## config.mk

```make
export PLATFORM = sky130hd
export DESIGN_NAME = instr_fetch_queue
export DESIGN_NICKNAME = d
export VERILOG_FILES = /design/src/rtl/instr_fetch_queue.sv
export SDC_FILE = /design/constraint.sdc
export NUM_CORES = 1
export LEC_CHECK = 0
export BUFFER_PORTS_ARGS = -buffer_cell sky130_fd_sc_hd__buf_2
export CORE_MARGIN = 4
export CORE_UTILIZATION = 65
export CTS_CLUSTER_DIAMETER = 80
export CTS_CLUSTER_SIZE = 30
export DETAILED_ROUTE_END_ITERATION = 10
export GPL_TIMING_DRIVEN = 0
export PLACE_DENSITY = 0.82
export REMOVE_ABC_BUFFERS = 1
export SYNTH_ARGS = -nofsm -noshare
export SYNTH_HDL_FRONTEND = slang
export SYNTH_SLANG_ARGS = --single-unit
```

## constraint.sdc

```tcl
create_clock -name clk -period 11.5 [get_ports clk]
set_input_delay 0 -clock clk [delete_from_list [all_inputs] [get_ports clk]]
set_output_delay 0 -clock clk [all_outputs]
set_load 0.01 [all_outputs]
```

## src/rtl/instr_fetch_queue.sv

```systemverilog
// Instruction fetch front end: owns the PC, issues 8-byte pair reads on the
// instruction bus and buffers the returned words in a small FIFO for decode.
module instr_fetch_queue #(
  parameter logic [31:0] RESET_PC    = 32'hBFC0_0000,
  parameter int          QUEUE_DEPTH = 8
) (
  input  logic        clk,
  input  logic        rst_n,
  output logic [31:0] bus_address,
  output logic        bus_read,
  output logic        bus_write,
  input  logic [31:0] bus_data_rd,
  input  logic [31:0] bus_data_rd_2,
  input  logic        bus_stall,
  input  logic        redirect_valid,
  input  logic [31:0] redirect_pc,
  output logic        inst_valid,
  output logic [31:0] inst,
  output logic [31:0] inst_pc,
  input  logic        inst_ready
);

  localparam int AW = $clog2(QUEUE_DEPTH);
  localparam int CW = AW + 1;

  typedef enum logic {FETCH, DISCARD} state_t;

  state_t        state, state_nxt;
  logic [31:0]   fetch_pc;
  logic [31:0]   discard_addr;
  logic [31:0]   q_inst [QUEUE_DEPTH];
  logic [31:0]   q_pc   [QUEUE_DEPTH];
  logic [AW-1:0] wr_ptr, rd_ptr;
  logic [CW-1:0] count;
  logic [CW-1:0] free_slots;
  logic          pop;
  logic          issue_ok;
  logic          complete;
  logic          stalled;
  logic          push_one;
  logic          push_two;
  logic [1:0]    push_n;

  assign inst_valid = (count != '0);
  assign inst       = inst_valid ? q_inst[rd_ptr] : '0;
  assign inst_pc    = inst_valid ? q_pc[rd_ptr]   : '0;
  assign bus_write  = 1'b0;

  assign pop        = inst_valid & inst_ready;
  assign free_slots = CW'(QUEUE_DEPTH) - count;
  // A pop this cycle frees one slot, so one free slot plus a pop is enough for a pair.
  assign issue_ok   = (free_slots >= CW'(2)) || (pop && (free_slots >= CW'(1)));
  assign complete   = bus_read & ~bus_stall;
  assign stalled    = bus_read & bus_stall;

  assign push_two = (state == FETCH) && complete && !redirect_valid && !fetch_pc[2];
  assign push_one = (state == FETCH) && complete && !redirect_valid &&  fetch_pc[2];
  assign push_n   = push_two ? 2'd2 : (push_one ? 2'd1 : 2'd0);

  always_ff @(posedge clk) begin
    if (!rst_n) state <= FETCH;
    else        state <= state_nxt;
  end

  always_comb begin
    state_nxt = state;
    case (state)
      FETCH:   if (redirect_valid && stalled) state_nxt = DISCARD;
      DISCARD: if (!bus_stall)                state_nxt = FETCH;
      default: state_nxt = FETCH;
    endcase
  end

  always_comb begin
    bus_read    = 1'b0;
    bus_address = {fetch_pc[31:3], 3'b000};
    if (!rst_n) begin
      bus_address = RESET_PC & ~32'h7;
    end else if (state == DISCARD) begin
      bus_read    = 1'b1;
      bus_address = discard_addr;
    end else begin
      bus_read    = issue_ok;
    end
  end

  always_ff @(posedge clk) begin
    if (!rst_n)
      fetch_pc <= RESET_PC;
    else if (redirect_valid)
      fetch_pc <= redirect_pc;
    else if ((state == FETCH) && complete)
      fetch_pc <= fetch_pc + (fetch_pc[2] ? 32'd4 : 32'd8);
  end

  // The stalled request keeps its address on the bus until the slave releases it.
  always_ff @(posedge clk) begin
    if ((state == FETCH) && redirect_valid && stalled)
      discard_addr <= {fetch_pc[31:3], 3'b000};
  end

  always_ff @(posedge clk) begin
    if (!rst_n || redirect_valid) begin
      wr_ptr <= '0;
      rd_ptr <= '0;
      count  <= '0;
    end else begin
      wr_ptr <= wr_ptr + AW'(push_n);
      rd_ptr <= rd_ptr + AW'(pop);
      count  <= count + CW'(push_n) - CW'(pop);
    end
  end

  always_ff @(posedge clk) begin
    if (push_one || push_two) begin
      q_inst[wr_ptr] <= push_one ? bus_data_rd_2 : bus_data_rd;
      q_pc[wr_ptr]   <= fetch_pc;
    end
    if (push_two) begin
      q_inst[wr_ptr + AW'(1)] <= bus_data_rd_2;
      q_pc[wr_ptr + AW'(1)]   <= fetch_pc + 32'd4;
    end
  end

endmodule

```

* Word level (Yosys, flattened, before mapping) *
Memories as Yosys holds them, arrays and structs flattened. A register that Yosys moved wholly into a read port is not among the register bits.
Index checks and enable logic that the tools add are counted.

word-level totals
  register bits = 72
  latch bits = 0
  memory bits (writable) = 512
  bits in read-only memories = 0
  input port bits = 101
  memories kept = 2

memories
  name    depth  bits a word  rd ports  clocked after memory_dff  write ports  RTL line  source
  q_inst  8      32           1         1                         2            31        logic [31:0] q_inst [QUEUE_DEPTH];
  q_pc    8      32           1         1                         2            32        logic [31:0] q_pc [QUEUE_DEPTH];

operators by class
  $add $sub $neg = 8
  $mul = 0
  divide/modulo/power cells = 0
  $lt $le $gt $ge = 2
  eq/ne operators = 0
  shift operators = 0
  muxes and demuxes = 21
  bitwise gates (word level) = 5
  reductions and logical operators = 16

operator list
  kind                                                                    number
  32-bit 2-to-1 mux                                                       7
  32-bit by 3-bit adder with 32-bit output (second input constant)        1
  32-bit by 4-bit adder with 32-bit output                                1
  1-bit 2-to-1 mux                                                        9
  1-bit logical AND                                                       8
  3-bit 2-to-1 mux                                                        2
  4-bit by 2-bit adder with 4-bit output                                  1
  4-bit by 1-bit >= comparator with 1-bit output (second input constant)  1
  4-bit by 2-bit >= comparator with 1-bit output (second input constant)  1
  4-bit 2-to-1 mux                                                        1
  4-bit nonzero test                                                      1
  4-bit by 1-bit subtractor with 4-bit output                             1
  4-bit subtractor (first input constant)                                 1
  3-bit by 1-bit adder with 3-bit output                                  1
  3-bit by 1-bit adder with 3-bit output (second input constant)          1
  3-bit by 2-bit adder with 3-bit output                                  1
  1-bit bitwise AND                                                       3
  1-bit zero test                                                         3
  1-bit logical OR                                                        3
  2-bit 2-to-1 mux                                                        1
  1-bit inverter                                                          2
  1-bit case mux with 2 select lines                                      1
  2-bit nonzero test                                                      1

* Longest topological paths before layout *
  depth in word-level cells = 14
  depth in mapped cells = 14
  depth with buffers taken out = 13

* Worst setup path before layout *
No wires, ideal clock.

  kind = reg-to-reg
  start = reg count[0]
  end = mem q_inst[0][0] (enable)
  arrival = 4833 ps
  data required time = 10993 ps
  slack = 6160 ps
  stages on the path, launching flop included = 9
  clock period less this slack = 5340 ps
  path through = dfxtp_1 inv_1 ha_1 xnor2_1 or4_1 clkbuf_1 o31ai_1 clkbuf_1 a21oi_1

RTL lines
  what                    RTL line  source
  from (decl)             34        logic [CW-1:0] count;
  from (signal assigned)  110       count <= count + CW'(push_n) - CW'(pop);
  to (decl)               31

==> impl_metrics.tcl <==
set metrics [dict create \
    status "complete, but fails checks" \
    violations "negative hold slack" \
    rsz0062_at_grt "false" \
    postRouteAntennaNets 0 \
    n_fill_cell 2675 \
    numCtsBuffers 30 \
    vias_per_cell 6.47 \
    drive_gt1_frac 0.327 \
    final_common_cell "edfxtp_1" \
    fin_crit_ns 5.06 \
    wl_mm 73.0 \
    h-tree-depth 1 \
    utilization 0.750 \
    cp_top_family "simple AND/OR/NAND/NOR gates" \
    clockBufferDepth 3 \
    cp.depth 7 \
    synthCells 2012 \
    avgSynthCellArea_um2 14.5 \
    vias 18000 \
    gp_congestion 0.867 \
    antenna_found_initial 1 \
    grt_pass1_wl_mm 110 \
    start_kind "register" \
    grt_overflow 0 \
    finalSetupViolCount 0 \
    drtIter0Drc 1811 \
    start_util 0.659 \
    finalClockSkew_ns 0.0173 \
    synth_seq_area_share 0.586 \
    worstMarginPinSlew_ns 1.42 \
    grt_pass1_vias 18700 \
    reg2regPathDepth 7 \
    hold_slack_ns -0.0139 \
    ys_ff_latch 584 \
    dr.pass1.iters 5 \
    min_period_over_period 0.440 \
    synthArstFlopShare 0 \
    drc 0 \
    cp_num_buf_inv 2 \
    hold_violations 4 \
    cap_violations 0 \
    io_buffers 195 \
    post_drt_wl_per_cell_um 26.3 \
    cts-root-buf "clkbuf_16" \
    yosysTopAreaCell "edfxtp_1" \
    finalNonFillerCells 2774 \
    synth_top_cells_by_area "edfxtp_1 56%, mux4_2 9.9%, mux2_2 9.3%, xnor2_1 3.4%, mux2i_1 3.2%" \
    areaGrowthSynthToFinish_pct 13.9 \
    clkTransAtPathRegs_ns 0.11 \
    irDropWorstVdd_mv 0.245 \
    cp-end-kind "register" \
    grt_util_all_layers 0.301 \
    synth_cell_types 61 \
    cp_max_fo 32 \
    fmax_ghz 0.197 \
    insertion_delay_ns 0.62 \
    grt_max_degree 86 \
    cts_tree "built" \
    required_ns 11.88 \
    powerDensity_nw_per_um2 153 \
    die-area_um2 48400 \
    power_leakage_uw 0.0108 \
    synth_edf_count 541 \
    slowest_delay_ns 1.22 \
    yosysWarnings 0 \
    crit_chain "inv_1, ha_1, nor4_4, a31oi_2, nor2_4, mux2_2, dlygate4sd3_1" \
    placementRows 77 \
    netlist_area_um2 29200 \
    dpl.hpwl_mm 43.5 \
    hp-class "input port to register" \
    max_slew_margin 0.0502 \
    core_area_um2 44300 \
    synth_top_area_share 0.556 \
    ys.flop_type "edfxtp_1" \
    min_path_cells 2 \
    pre_cts_ws_ns 7.02 \
    die_y_um 220 \
    fin_nets 2275 \
    slew_violations 0 \
    worst_path_max_delay_cell "nor2_4" \
    reg2reg_setup_slack_ns 6.44 \
    io_pins 200 \
    placedCellCount 2587 \
    worstSetupPathType "register to register" \
    finalSetupTns_ns 0 \
    mostFrequentLayoutCells "541 x edfxtp_1, 241 x mux2_2, 194 x buf_2" \
    cts_sinks 584 \
    worst_slack_ns 6.44 \
    die_w_um 220 \
    crit_arrival_ns 5.44 \
]
-- cells in the mapped netlist (9+ instances only) --
master and number:
a311oi_1 12, clkbuf_1 193, and2_1 9, buf_1 26
xnor2_1 115, mux2_2 241, dfxtp_1 43, mux4_2 128
nor3_1 18, nor2_1 114, edfxtp_1 541, o21ai_0 30
buf_4 23, mux2_1 14, nand3_1 19, mux2i_1 94
a21oi_1 15, nor2b_1 28, nand2_1 139, a31oi_1 20
inv_1 20, nand4_1 14, ha_1 15
-- final cells by class --
class / count / area [µm²] / area share
Tap cell: 592 / 741 / 0.0223
Clock buffer: 35 / 801 / 0.0241
Timing Repair Buffer: 367 / 3130 / 0.0943
Sequential cell: 584 / 17100 / 0.515
Clock inverter: 21 / 308 / 0.00926
Multi-Input combinational cell: 1153 / 11100 / 0.333
Antenna cell: 1 / 2.50 / 0.0000753
Inverter: 21 / 78.8 / 0.00237
-- repair_timing --
item | in CTS | in global routing
hold endpoints to repair | 292 | 0
resized for setup | 0 | 0
hold buffers | 130 | 0
buffers inserted | 0 | 0
-- sequential cells by signal, summed over array words and instances, names as in the netlist --
| signal | cells |
|---|---|
| count | 4 |
| discard_addr | 29 |
| fetch_pc | 32 |
| q_inst | 256 |
| q_pc | 256 |
| rd_ptr | 3 |
| state | 1 |
| wr_ptr | 3 |
-- path summary, 6_finish.rpt --
kind                                  from                        end
hold reg to reg   fetch_pc[0]$_SDFFE_PN0P_       q_pc[2][0]$_DFFE_PP_
setup reg to reg       count[0]$_SDFF_PP0_    q_inst[5][15]$_DFFE_PP_
setup / recovery       count[0]$_SDFF_PP0_    q_inst[5][15]$_DFFE_PP_
hold / removal                       rst_n  fetch_pc[11]$_SDFFE_PN0N_
-- cells by family after synthesis --
kind of cell / Yosys count / synth area share
adder cells (fa/ha/maj): 17 / 0.00780
buffers and inverters: 278 / 0.0408
multiplexers: 478 / 0.230
AND/OR/NAND/NOR: 416 / 0.0699
AO/OA/AOI/OAI: 115 / 0.0286
other: 1 / 0.000128
XOR/XNOR: 123 / 0.0371
flip-flops: 584 / 0.586
-- metrics by stage --
stage	hold slack, ns	total power (µW)	cell area (µm²)
after floorplan	0.0661	3250	28100
after global placement	0.260	3720	29800
after detailed placement	0.276	3750	30800
after CTS	0.0720	5090	33200
after global routing	0.0191	5290	33200
final	-0.0139	5090	33200
-- power breakdown --
group	switching (µW)	internal, µW
logic	760	519
registers	70.8	2410
clock network	758	571
-- per-layer routing --
layer	track usage	part of all wire	routed length [µm]	vias up
li1	-	-	-	7791
met1	0.410	0.39	28500	9058
met2	0.511	0.50	36200	930
met3	0.0411	0.083	6050	171
met4	0.0948	0.032	2350	0
met5	0	0	0	-
-- worst reg2reg max path: stages (launching register included) --
cell	delay (ns)
dfxtp_1	0.46
inv_1	0.11
ha_1	0.35
nor4_4	1.07
a31oi_2	0.60
nor2_4	1.22
mux2_2	0.46
dlygate4sd3_1	0.56
No activity file was read; power rests on OpenSTA's default activity.
